<file path="config.mk">
export PLATFORM = sky130hd
export DESIGN_NAME = cpu_run_ctrl
export DESIGN_NICKNAME = d
export VERILOG_FILES = /design/src/rtl/cpu_run_ctrl.sv
export SDC_FILE = /design/constraint.sdc
export NUM_CORES = 1
export LEC_CHECK = 0
export BUFFER_PORTS_ARGS = -buffer_cell sky130_fd_sc_hd__clkbuf_2
export CAP_MARGIN = 40
export CORE_ASPECT_RATIO = 0.5
export CORE_UTILIZATION = 50
export DETAILED_ROUTE_END_ITERATION = 10
export PLACE_DENSITY = 0.81
export SLEW_MARGIN = 40
export SYNTH_ARGS = -nofsm -noshare
export SYNTH_HDL_FRONTEND = slang
export SYNTH_SLANG_ARGS = --single-unit
</file>
<file path="constraint.sdc">
create_clock -name clk -period 3.2 [get_ports clk]
set_input_delay 0.8 -clock clk [delete_from_list [all_inputs] [get_ports clk]]
set_output_delay 0.8 -clock clk [all_outputs]
set_load 0.03 [all_outputs]
</file>
<file path="src/rtl/cpu_run_ctrl.sv">
// cpu_run_ctrl: host-side run controller ahead of the CPU status block.
// Turns monitor run/quit/step strobes and PC breakpoint matches into
// single-cycle cpu_start / quit_cmd pulses, counts retired instructions
// and records why the CPU stopped.
module cpu_run_ctrl #(
  parameter int STEP_W = 16,
  parameter int CNT_W  = 32
) (
  input  logic              clk,
  input  logic              rst,
  input  logic              cmd_run,
  input  logic              cmd_quit,
  input  logic              cmd_step,
  input  logic [STEP_W-1:0] step_num,
  input  logic              brk_en,
  input  logic [29:0]       brk_pc,
  input  logic              ret_valid,
  input  logic [29:0]       ret_pc,
  output logic              cpu_start,
  output logic              quit_cmd,
  output logic              run_busy,
  output logic [1:0]        halt_reason,
  output logic [STEP_W-1:0] step_remain,
  output logic [CNT_W-1:0]  ret_cnt
);

  typedef enum logic [2:0] {
    IDLE, START_P, RUN, STEP_P, STEP, QUIT_P
  } state_t;

  localparam logic [1:0] HR_QUIT = 2'd1;
  localparam logic [1:0] HR_BRK  = 2'd2;
  localparam logic [1:0] HR_STEP = 2'd3;

  state_t state;
  logic   brk_hit;
  logic   step_last;

  assign brk_hit   = brk_en & ret_valid & (ret_pc == brk_pc);
  assign step_last = (state == STEP) & ret_valid & (step_remain == STEP_W'(1));

  // Run/step FSM; every output is a register updated alongside the state.
  always_ff @(posedge clk or posedge rst) begin
    if (rst) begin
      state       <= IDLE;
      cpu_start   <= 1'b0;
      quit_cmd    <= 1'b0;
      run_busy    <= 1'b0;
      halt_reason <= 2'd0;
      step_remain <= '0;
      ret_cnt     <= '0;
    end else begin
      // Pulses default low so each lasts exactly one cycle.
      cpu_start <= 1'b0;
      quit_cmd  <= 1'b0;
      case (state)
        IDLE: begin
          // cmd_run takes precedence over a simultaneous cmd_step.
          if (cmd_run) begin
            state       <= START_P;
            cpu_start   <= 1'b1;
            run_busy    <= 1'b1;
            halt_reason <= 2'd0;
            ret_cnt     <= '0;
          end else if (cmd_step && step_num != '0) begin
            state       <= STEP_P;
            cpu_start   <= 1'b1;
            run_busy    <= 1'b1;
            halt_reason <= 2'd0;
            ret_cnt     <= '0;
            step_remain <= step_num;
          end
        end
        START_P: state <= RUN;
        STEP_P:  state <= STEP;
        RUN, STEP: begin
          // The retirement in a halting cycle is still counted.
          if (ret_valid) begin
            ret_cnt <= ret_cnt + CNT_W'(1);
            if (state == STEP) step_remain <= step_remain - STEP_W'(1);
          end
          if (cmd_quit) begin
            state       <= QUIT_P;
            quit_cmd    <= 1'b1;
            halt_reason <= HR_QUIT;
          end else if (brk_hit) begin
            state       <= QUIT_P;
            quit_cmd    <= 1'b1;
            halt_reason <= HR_BRK;
          end else if (step_last) begin
            state       <= QUIT_P;
            quit_cmd    <= 1'b1;
            halt_reason <= HR_STEP;
          end
        end
        QUIT_P: begin
          state    <= IDLE;
          run_busy <= 1'b0;
        end
        default: begin
          state    <= IDLE;
          run_busy <= 1'b0;
        end
      endcase
    end
  end

endmodule

</file>
==> metrics.yaml <==
clkSinkCount: 56
nNetsFinal: 645
path_cells: "clkbuf_2 > or4_1 > o41a_1 > a21o_1 > a21oi_1 > a21oi_1"
track_usage_pct: 26.6
drive_gt1_share_pct: 30.2
ys_warn_count: 0
diodes: 0
grt_pass1_wl_mm: 16.3
rr_startpoint: "ret_cnt[5]"
vdd_drop_max_v: 0.000336
holdWs_ns: 0.513
layout_common_cells: "clkbuf_2, dfrtp_1, a21oi_1"
critical_path.most_common_cell: "a21oi_1"
drv_cap: 0
power_density_nw_per_um2: 669
setup_viol: 0
hpwl_mm: 7.26
rr_worst_depth: 5
slowest_stage: "o41a_1"
fillers: 597
critical_path_class: "input pin to register"
power_uw: 3070
slew_viol_final: 0
sequentialPowerShare_pct: 35.1
slowest_delay_ns: 0.60
via_count: 3896
ctsResizeCount: 0
min_to: "run_busy"
final_antenna_net_count: 0
status: "complete, no violations"
synth_top_flop_cell: "dfrtp_1"
syn_nets: 510
core_area_um2: 6860
wl_per_cell_um: 14.8
drc_errors: 0
cpLargestDelayFamily: "compound AO/OA/AOI/OAI gates"
tightest_slew_ns: 0.734
combPwrFrac_pct: 46.2
cts_tree: "yes"
hold_viol_final: 0
hold_path_class: "register to register"
yosysUniqueCellTypes: 47
fmax_ghz: 0.367
required_ns: 3.34
gp_congestion: 0.935
fp.dieArea_um2: 7640
grt_max_degree: 31
grt_setup_unrepaired: "no"
antenna_found_initial: 0
post-route-util_pct: 66.9
worstPathArrival_ns: 2.87
async_flop_share_pct: 100
drt_iter0_drc: 359
r2r_slack_ns: 0.58
slew_headroom_pct: 51.0
intPower_uw: 1650
syn2layout_area_growth_pct: 26.2
synth_edf_count: 0
io_buffers: 135
pwr-share-clk_pct: 18.7
hold_depth: 2
root_buffer: "clkbuf_16"
timing.rr.end: "ret_cnt[31]"
final_common_cell: "clkbuf_2"
syn_inst: 424
syn_area_um2: 3630
holdBufCountCts: 0
cts_htree_levels: 2
yosysSeqAreaShare_pct: 38.6
cts_setup_buffers: 0
min_period_ns: 2.72
cp-end-kind: "register"
start_util_pct: 53.0
die_h_um: 62.3
path_buf_inv: 1
period_share_pct: 85.1
grt_pass1_vias: 3623
via_per_inst: 5.98
cts_made_buffers: 5
first_pass_iters: 5
clk_latency_ns: 0.30
fin_tns_setup_ns: 0
drt-total-wl_mm: 9.64
ys_seq_elements: 56
p_leak_uw: 0.00199
holdCritStartpoint: "run_busy"
die_w_um: 123
power.switching_uw: 1420
skew_ns: 0.00579
pin_count: 136
clkTransAtPathRegs_ns: 0.07
switching_share_pct: 46.2
start_kind: "input pin"
avgSynthCellArea_um2: 8.57
grt-ovfl-total: 0
num_rows: 21
path_max_fanout: 25
clockBufferDepth: 2
-- worst max path at each step --
stage,start,endpoint,slack (ns),cells after the start
finish,step_num[14],step_remain[11],0.48,6
global route,step_num[14],step_remain[10],0.35,6
CTS,step_num[14],ret_cnt[6],0.49,7
detailed placement,step_num[14],ret_cnt[6],0.17,7
global placement,step_num[14],ret_cnt[6],0.21,7
floorplan,step_num[14],ret_cnt[6],0.32,8
-- layout make-up --
type	instances	area, um2	area share (%)
Multi-Input combinational cell	327	2060	44.9
Sequential cell	56	1400	30.6
Timing Repair Buffer	147	778	17.0
Clock buffer	5	125	2.73
Tap cell	92	115	2.51
Inverter	22	82.6	1.80
Clock inverter	3	25.0	0.546
-- synthesized netlist by cell type, types with 2 or more instances --
cell type	count	area, um2
and2_1	3	18.8
a22oi_1	4	30.0
a21oi_1	53	265
nand3_1	16	80.1
o32ai_1	3	26.3
mux2i_1	2	20.0
dfrtp_1	56	1400
buf_6	2	22.5
o31ai_1	16	120
and4_1	2	17.5
o21ai_1	3	15.0
or4_1	22	165
inv_1	21	78.8
nor2_1	12	45.0
nand4_1	19	119
buf_2	5	25.0
or2b_1	2	15.0
o22ai_1	5	31.3
nor4_1	6	37.5
a21o_1	3	22.5
nand2_1	37	139
or4_4	3	33.8
nor3_1	10	50.1
o2bb2ai_1	4	35.0
or3_1	13	81.3
clkbuf_1	12	45.0
or2_2	4	25.0
ha_1	3	37.5
o21ai_0	23	115
xnor2_1	32	280
o211ai_1	7	52.6
a31oi_1	3	18.8
o41ai_1	2	17.5
nor3b_1	2	15.0
and3_1	2	12.5
-- sequential cells by signal (all words and copies together) (netlist names) --
signal,cells
step_remain,16
ret_cnt,32
halt_reason,2
cpu_start,1
state,3
quit_cmd,1
run_busy,1
-- tightest hold or removal path, stage by stage (launching register included) --
cell     delay (ns)
dfrtp_1        0.37
nand2_1        0.06
nand2_1        0.06
-- power by group through the flow --
stage | sequential, uW | clock [uW] | combinational [uW]
2_1_floorplan | 1270 | 0 | 776
3_3_place_gp | 1080 | 0 | 1380
3_5_place_dp | 1080 | 0 | 1400
4_1_cts | 1070 | 583 | 1410
5_1_grt | 1110 | 622 | 1550
6_report | 1080 | 575 | 1420
-- per-stage QoR --
stage / instance area, um2 / instances / worst slack, ns
2_1_floorplan: 3630 / 424 / 0.325
3_3_place_gp: 4440 / 644 / 0.207
4_1_cts: 4590 / 652 / 0.492
5_1_grt: 4590 / 652 / 0.346
3_5_place_dp: 4440 / 644 / 0.168
6_report: 4590 / 652 / 0.476
-- logic make-up after synthesis --
family,Yosys count,synth area share [%]
flops,56,38.6
fa+ha+maj,3,1.03
simple gates,155,24.1
compound gates,134,23.0
buf+inv,41,4.82
mux,2,0.551
xor+xnor,33,7.95
-- layer usage --
layer	global-route usage, %	part of all wire, %
met3	4.87	6.1
met5	0	0
met1	33.5	43
met2	46.1	49
met4	8.23	1.5
Note: power is estimated with default switching activity, not from simulation.
